$ cat config.mk
export PLATFORM = sky130hd
export DESIGN_NAME = riscv_mem_arbiter
export DESIGN_NICKNAME = d
export VERILOG_FILES = /design/src/rtl/riscv_mem_arbiter.sv
export SDC_FILE = /design/constraint.sdc
export NUM_CORES = 1
export LEC_CHECK = 0
export ABC_AREA = 1
export BUFFER_PORTS_ARGS = -buffer_cell sky130_fd_sc_hd__buf_2
export CAP_MARGIN = 20
export CORE_AREA = 2 2 106 108
export CTS_CLUSTER_SIZE = 28
export DETAILED_ROUTE_END_ITERATION = 7
export DIE_AREA = 0 0 108 110
export HOLD_SLACK_MARGIN = 0.15
export PLACE_DENSITY = 0.64
export SETUP_SLACK_MARGIN = 0.15
export SLEW_MARGIN = 0
export SYNTH_ARGS = -nofsm -noshare
export SYNTH_HDL_FRONTEND = slang
export SYNTH_SLANG_ARGS = --single-unit
$ cat constraint.sdc
create_clock -name clk -period 1.7 [get_ports clk]
set_clock_uncertainty 0.2 [all_clocks]
set_input_delay 0.255 -clock clk [delete_from_list [all_inputs] [get_ports clk]]
set_output_delay 0.255 -clock clk [all_outputs]
set_load 0.02 [all_outputs]
$ cat src/rtl/riscv_mem_arbiter.sv
// Shares one fixed-latency memory port between instruction fetch and data load/store.
// Data has priority; a starvation counter forces a fetch grant after STARVE_MAX data grants.
module riscv_mem_arbiter #(
  parameter int MEM_LAT    = 1,
  parameter int STARVE_MAX = 4
) (
  input  logic        clk,
  input  logic        rst,
  input  logic        if_req_valid,
  output logic        if_req_ready,
  input  logic [31:0] if_req_addr,
  output logic        if_rsp_valid,
  output logic [31:0] if_rsp_data,
  input  logic        d_req_valid,
  output logic        d_req_ready,
  input  logic        d_req_we,
  input  logic [31:0] d_req_addr,
  input  logic [31:0] d_req_wdata,
  input  logic [3:0]  d_req_be,
  output logic        d_rsp_valid,
  output logic [31:0] d_rsp_rdata,
  output logic        mem_en,
  output logic        mem_we,
  output logic [3:0]  mem_be,
  output logic [31:0] mem_addr,
  output logic [31:0] mem_wdata,
  input  logic [31:0] mem_rdata
);

  localparam int            SW       = $clog2(STARVE_MAX + 1);
  localparam logic [3:0]    LAT_V    = 4'(MEM_LAT);
  localparam logic [SW-1:0] STARVE_V = SW'(STARVE_MAX);

  typedef enum logic {IDLE = 1'b0, WAIT = 1'b1} state_t;

  state_t        state_r, state_s;
  logic [3:0]    cnt_r, cnt_s;
  logic [SW-1:0] starve_r, starve_s;
  logic          owner_d_r, owner_d_s;
  logic          we_r, we_s;
  logic          rsp_cycle_s, accept_ok_s, grant_d_s, acc_d_s, acc_if_s;
  logic          unused_s;

  // Word alignment of fetch addresses drops the low address bits.
  assign unused_s = ^if_req_addr[1:0];

  // Arbitration: accept window and winner selection.
  always_comb begin
    rsp_cycle_s = (state_r == WAIT) && (cnt_r == LAT_V);
    // Holding off under rst keeps readys and mem_en low during reset.
    accept_ok_s = !rst && ((state_r == IDLE) || rsp_cycle_s);
    grant_d_s   = d_req_valid && !((starve_r == STARVE_V) && if_req_valid);
    acc_d_s     = accept_ok_s && grant_d_s;
    acc_if_s    = accept_ok_s && if_req_valid && !grant_d_s;
  end

  // Handshake, memory strobe and response outputs.
  always_comb begin
    if_req_ready = acc_if_s;
    d_req_ready  = acc_d_s;
    mem_en       = acc_d_s || acc_if_s;
    mem_we       = 1'b0;
    mem_be       = 4'h0;
    mem_addr     = 32'h0000_0000;
    mem_wdata    = 32'h0000_0000;
    if (acc_d_s) begin
      mem_we    = d_req_we;
      mem_be    = d_req_we ? d_req_be : 4'hF;
      mem_addr  = d_req_addr;
      mem_wdata = d_req_wdata;
    end else if (acc_if_s) begin
      mem_be   = 4'hF;
      mem_addr = {if_req_addr[31:2], 2'b00};
    end else begin
      mem_we = 1'b0;
    end
    if_rsp_valid = rsp_cycle_s && !owner_d_r;
    d_rsp_valid  = rsp_cycle_s && owner_d_r;
    if_rsp_data  = if_rsp_valid ? mem_rdata : 32'h0000_0000;
    d_rsp_rdata  = (d_rsp_valid && !we_r) ? mem_rdata : 32'h0000_0000;
  end

  // Next-state, latency counter, owner latch and starvation counter.
  always_comb begin
    state_s   = state_r;
    cnt_s     = cnt_r;
    owner_d_s = owner_d_r;
    we_s      = we_r;
    starve_s  = starve_r;
    case (state_r)
      IDLE: begin
        if (acc_d_s || acc_if_s) begin
          state_s   = WAIT;
          cnt_s     = 4'd1;
          owner_d_s = acc_d_s;
          we_s      = acc_d_s ? d_req_we : 1'b0;
        end else begin
          cnt_s = 4'd0;
        end
      end
      WAIT: begin
        if (rsp_cycle_s) begin
          if (acc_d_s || acc_if_s) begin
            cnt_s     = 4'd1;
            owner_d_s = acc_d_s;
            we_s      = acc_d_s ? d_req_we : 1'b0;
          end else begin
            state_s = IDLE;
            cnt_s   = 4'd0;
          end
        end else begin
          cnt_s = cnt_r + 4'd1;
        end
      end
      default: begin
        state_s = IDLE;
        cnt_s   = 4'd0;
      end
    endcase
    if (acc_d_s) begin
      if (if_req_valid) begin
        starve_s = (starve_r == STARVE_V) ? STARVE_V : starve_r + SW'(1);
      end else begin
        starve_s = '0;
      end
    end else if (acc_if_s) begin
      starve_s = '0;
    end else begin
      starve_s = starve_r;
    end
  end

  // State registers with asynchronous reset.
  always_ff @(posedge clk or posedge rst) begin
    if (rst) begin
      state_r   <= IDLE;
      cnt_r     <= 4'd0;
      starve_r  <= '0;
      owner_d_r <= 1'b0;
      we_r      <= 1'b0;
    end else begin
      state_r   <= state_s;
      cnt_r     <= cnt_s;
      starve_r  <= starve_s;
      owner_d_r <= owner_d_s;
      we_r      <= we_s;
    end
  end

endmodule

==> flow_summary_export.csv, run 1 <==
group,metric,value,unit
finish,multi_input_comb_area,2070,um2
placed_design,place_hpwl,6570,um
finish,areaGrowthSynthToFinish,228,%
cts,clockBufferDepth,2,
grt,grt_pass1_wl,12900,um
routing,drt_iter0_markers,100,
pwr,power_density,996,nW/um2
critical_path,crit_family,"buffers and inverters",
timing,hold_viol,0,
placed_design,gp_congestion,0.744,
finish,utilization,53.9,%
routing,ant_nets,0,
placed_design,dpl.cell_count,777,
floorplanning,coreArea,10700,um2
routing,drcViolationCount,0,
cts,numCtsBuffers,3,
grt,grt_start_max_net_pins,34,
routing,wire_per_inst,13.7,um
pwr,total_power,5750,uW
floorplanning,rows,38,
timing,min_period_over_period,127,%
cts,clk_pin_slew,0.05,ns
timing,rsz0062_at_grt,"true",
timing,tightest_slew,0.377,ns
critical_path,start_kind,"flop",
floorplanning,io_pins,275,
status,status,"finished, violations left",
synth,syn_avg_cell_area,4.96,um2
floorplanning,die_y,110,um
timing,setup_tns,-57.28,ns
pwr,p_leak,0.00302,uW
status,violations,"setup timing",
routing,drtPass1Iterations,4,
synth,synth_cell_types,22,
timing,relSlewSlack,74.9,%
placed_design,place_ws,-0.265,ns
synth,syn-instance-count,354,
timing,period_minus_slack,2.17,ns
critical_path,crit_chain,"inv_2 -> ha_4 -> nand2_2 -> a21oi_2 -> inv_2 -> nor2_4 -> buf_12 -> nand2_1 -> nand2_2 -> buf_4",
critical_path,cp-end-kind,"output port",
critical_path,crit_fanout,16,
worst_hold_path,hp-class,"input port to asynchronous set/reset pin",
synth,synth_top_area_cell,"nand2_1",
critical_path,cp_data_required_time,1.24,ns
floorplanning,dieArea,11900,um2
pwr,peakVddDrop,0.000560,V
finish,regArea,251,um2
timing,setup_viol,142,
timing,clock.fmax,462,MHz
finish,fillerInstances,943,
flow_run,cap_violations,0,
routing,via_count,3311,
critical_path,crit_type,"flop to output port",
placed_design,portBuffers,272,
critical_path,crit_buf_inv,4,
synth,synth_seq_cells,10,
cts,htree_num_levels,1,
finish,fin_cells,801,
grt,grt_pass1_vias,2824,
finish,nets,803,
timing,slew_violations,0,
cts,cts_tree,"built",
floorplanning,floorplan.initialDensity,16.4,%
finish,drive_above_1_share,73.5,%
synth,synth_fp_nets,495,
routing,wl,10900,um
timing,setup_ws,-0.466,ns
critical_path,cp_slowest_cell,"dfrtp_1",
synth,synth_top_area_share,22.6,%
cts,clock_latency,0.23,ns
cts,clock_sinks,10,
synth,netlist_area,1760,um2
synth,yosysSeqAreaShare,14.2,%
synth,yosysWarnings,0,
critical_path,worst_path_largest_cell_delay,0.39,ns
finish,diodes,0,
floorplanning,die_w,108,um
synth,synthTopCellsByArea,"nand2_1, inv_1, nor2_1, dfrtp_1, nor3_1",
grt,antenna_found_initial,1,
cts,clockRootBuffer,"clkbuf_8",
grt,grt_overflow,0,
critical_path,cp_data_arrival_time,1.71,ns
grt,grt_use_total,13.2,%
routing,viasPerCell,4.13,
## flip-flops by register name (all words and copies together), names as in the netlist
register / cells
cnt_r: 4
starve_r: 3
owner_d_r: 1
state_r: 1
we_r: 1
## synthesized netlist by cell type, drive strengths merged
cell type  number
a21oi           2
nand2         108
xor2            1
nor2           77
nand3           9
inv            81
buf            19
nor3           32
clkbuf          3
xnor2           2
o21ai           5
o211ai          1
dfrtp          10
ha              4
## per-layer routing
layer	vias up	global-route usage, %	share of wire [%]
met5	-	0	0.12
met4	2	1.74	1.1
met3	10	1.82	6.5
met2	147	26.1	55
met1	1511	15.4	37
li1	1641	-	-
## power breakdown
part           switching [uW]  internal, uW
sequential               84.7           332
clock                    92.0           164
combinational            2760          2310
## what timing repair did
item,CTS,global route
endpoints found under the hold margin,10,0
pin swaps,0,6
gates cloned,2,9
resized for setup,148,266
endpoints found under the setup margin,144,145
hold buffers,1,0
setup buffers,4,4
## placed cells by master, fill, tap and decap left out, types with 3 or more instances in the layout
cell type	count
buf_2	134
buf_6	130
inv_1	72
nand2_1	69
nor2_4	61
buf_4	38
nand2_2	33
nor3_4	29
dfrtp_1	9
nor2_2	8
nor2_1	8
clkbuf_16	8
buf_12	8
nand3_1	7
inv_2	6
nand2_4	4
buf_8	4
o21ai_4	3
nor3_2	3
clkbuf_8	3
## worst reg2reg max path, cell delays in order (launching register included)
cell and delay, ns:
dfrtp_1 0.39, inv_2 0.08, ha_4 0.14, nand3_1 0.07, nand2_1 0.08, inv_2 0.04, nand3_4 0.14, inv_4 0.07
buf_8 0.14, buf_4 0.13, buf_4 0.13, nand2_1 0.05, nand2_1 0.05
## cell families after synthesis
logic type,share of synthesized area [%]
simple gates,52.2
buf+inv,26.6
flops,14.2
compound gates,2.64
fa+ha+maj,2.85
xor+xnor,1.50
## path summary, 6_finish.rpt
path | startpoint | to | slack (ns) | cells past startpoint
max in group asynchronous | rst | we_r | 0.84 | 5
setup reg to reg | starve_r[0] | starve_r[0] | -0.11 | 12
hold / removal | rst | starve_r[2] | 0.14 | 4
min in group clk | d_req_we | we_r | 0.19 | 4
hold reg to reg | we_r | we_r | 0.35 | 2
setup / recovery | starve_r[0] | mem_addr[10] | -0.47 | 10
## through the flow
step           hold WS, ns  cell area (um2)
2_1_floorplan      -0.0724             2210
3_3_place_gp         0.142             3910
3_5_place_dp         0.128             3910
4_1_cts              0.183             4470
5_1_grt              0.169             5770
6_report             0.136             5770
## cell type report
class,instances,area share (%)
flip-flops and latches,10,4.36
inverters,81,5.49
clock buffers,4,0.781
multi-input cells,241,35.9
well taps,140,3.04
repair buffers,325,50.4
No activity file was read; power rests on OpenSTA's default activity.
==> run 2, diff against run 1 <==
==> constraint.sdc (replaced) <==
create_clock -name clk -period 1.9 [get_ports clk]
set_clock_uncertainty 0.2 [all_clocks]
set_input_delay 0.285 -clock clk [delete_from_list [all_inputs] [get_ports clk]]
set_output_delay 0.285 -clock clk [all_outputs]
set_load 0.02 [all_outputs]
==> run 2 against run 1 <==
The flow still finishes with violations (setup timing). Largest power group unchanged. Largest cell class unchanged. First-iteration DRC count down 4.0%. Critical path type unchanged. Flip-flop and latch count unchanged. Critical path depth unchanged.
==> flow_summary_export.csv, run 2 (same netlist as run 1, synthesis figures left out) <==
group,metric,value,unit
worst_hold_path,hp-class,"input port to asynchronous set/reset pin",
grt,grt_pass1_vias,2760,
critical_path,worstSetupPathDepth,10,
critical_path,cp_data_arrival_time,1.73,ns
finish,largest_reg_flops,4,
cts,clockRootBuffer,"clkbuf_8",
grt,grt_start_max_net_pins,34,
timing,hold_viol,0,
routing,wire_per_inst,12.0,um
cts,clockBufferDepth,2,
floorplanning,rows,38,
routing,via_count,3195,
finish,diodes,0,
timing,min_period_over_period,117,%
cts,clock_latency,0.23,ns
pwr,p_leak,0.00291,uW
floorplanning,die_w,108,um
critical_path,cp_data_required_time,1.41,ns
cts,clk_pin_slew,0.05,ns
placed_design,gp_congestion,0.752,
pwr,power.internal,2390,uW
critical_path,start_kind,"flop",
grt,grt_use_total,13.1,%
critical_path,crit_family,"buffers and inverters",
cts,htree_num_levels,1,
timing,slew_violations,0,
critical_path,crit_type,"flop to output port",
grt,grt_use_met3,2.53,%
finish,reg_top3,"cnt_r: 4 flops, starve_r: 3 flops",
placed_design,place_hpwl,6390,um
critical_path,worst_path_largest_cell_delay,0.37,ns
critical_path,crit_fanout,6,
finish,regMostFlops,"cnt_r",
routing,drtPass1Iterations,4,
timing,period_minus_slack,2.22,ns
critical_path,cp-end-kind,"output port",
timing,relSlewSlack,76.9,%
flow_run,cap_violations,0,
timing,setup_tns,-34.51,ns
cts,numCtsBuffers,3,
pwr,switching_share,50.2,%
grt,use_met2,26.0,%
floorplanning,floorplan.initialDensity,16.4,%
finish,areaGrowthSynthToFinish,199,%
grt,antenna_found_initial,0,
status,violations,"setup timing",
timing,setup_viol,138,
finish,layout.cells.most_common,"buf_2",
timing,tightest_slew,0.346,ns
grt,busiest_layer,"met2",
pwr,power_density,917,nW/um2
pwr,p_clk_share,4.7,%
finish,drive_above_1_share,72.3,%
status,status,"finished, violations left",
critical_path,r2r_cells,11,
timing,fin_hold_ws,0.144,ns
pwr,total_power,4810,uW
routing,wl,9550,um
floorplanning,io_pins,275,
timing,setup_ws,-0.318,ns
routing,ant_nets,0,
pwr,switchingPower,2410,uW
floorplanning,coreArea,10700,um2
routing,drt_iter0_markers,96,
critical_path,cp_slowest_cell,"dfrtp_1",
cts,clock_sinks,10,
critical_path,crit_buf_inv,5,
finish,fillerInstances,985,
placed_design,portBuffers,272,
finish,layout_common_cells,"buf_2, buf_6, inv_1, nand2_1, buf_4",
floorplanning,dieArea,11900,um2
timing,rsz0062_at_grt,"true",
cts,cts_tree,"built",
pwr,peakVddDrop,0.000484,V
timing,clock.fmax,451,MHz
grt,met1_usage,14.8,%
pwr,combinationalPowerShare,87.9,%
critical_path,crit_chain,"inv_1 -> ha_2 -> nand2_2 -> nor2_4 -> buf_6 -> nand2_8 -> buf_12 -> buf_16 -> nor2_4 -> buf_6",
pwr,power_frac_seq,7.4,%
routing,drcViolationCount,0,
routing,viasPerCell,4.02,
grt,grt_pass1_wl,12800,um
finish,nets,796,
grt,grt_overflow,0,
floorplanning,die_y,110,um
## run 2: cell count changes in the layout (fill, tap and decap cells not counted), moves of 5 or more
cell / change
nor2_2: +30
buf_16: +5
buf_2: +16
buf_6: -43
nor2_4: -31
clkbuf_16: -7
nor3_2: +5
nor3_4: -5
buf_4: +22
## run 2: worst paths after layout
kind,from,end,slack (ns)
hold reg to reg,cnt_r[3],cnt_r[3],0.36
min in group clk,if_req_valid,starve_r[1],0.18
setup reg to reg,starve_r[1],starve_r[1],0.08
setup / recovery,cnt_r[1],if_rsp_data[12],-0.32
max in group asynchronous,rst,we_r,1.24
hold / removal,rst,we_r,0.14
## run 2: layout make-up
| type | count | area (um2) | area share [%] |
|---|---|---|---|
| tap | 140 | 175 | 3.34 |
| timing repair buffer | 318 | 2650 | 50.5 |
| sequential | 10 | 251 | 4.79 |
| inverter | 81 | 317 | 6.04 |
| multi-input combinational | 241 | 1810 | 34.4 |
| clock buffer | 4 | 45.0 | 0.859 |
## run 2: worst min-delay path: stages
cell	delay (ns)
buf_2	0.10
inv_1	0.11
dlymetal6s4s_1	0.26
buf_6	0.15
## run 2: what timing repair did
action,in CTS,in global routing
endpoints found under the hold margin,10,0
gates cloned,7,1
gates resized for setup,221,81
endpoints found under the setup margin,139,144
hold buffers,1,0
pin swaps,4,3
setup buffers,5,6
## run 2: power groups by stage
stage	Sequential (uW)	Clock, uW	Combinational [uW]
final	354	227	4230
after global routing	363	246	4490
after CTS	353	233	3770
after detailed placement	352	0	2760
after global placement	348	0	2750
after floorplan	344	0	1750
## run 2: metrics by stage
stage	utilization, %	instance area, um2	setup WS [ns]	cells
3_5_place_dp	35.9	3840	-0.102	770
4_1_cts	45.3	4850	-0.341	787
2_1_floorplan	-	2150	0.0635	354
6_report	49.0	5250	-0.318	794
3_3_place_gp	35.9	3840	-0.0687	770
5_1_grt	49.0	5250	-0.408	794
## run 2: metal layers
metal | vias to the layer above | wire length, um
li1 | 1619 | -
met1 | 1413 | 3420
met2 | 151 | 5320
met3 | 12 | 712
met4 | 0 | 102
met5 | - | 0
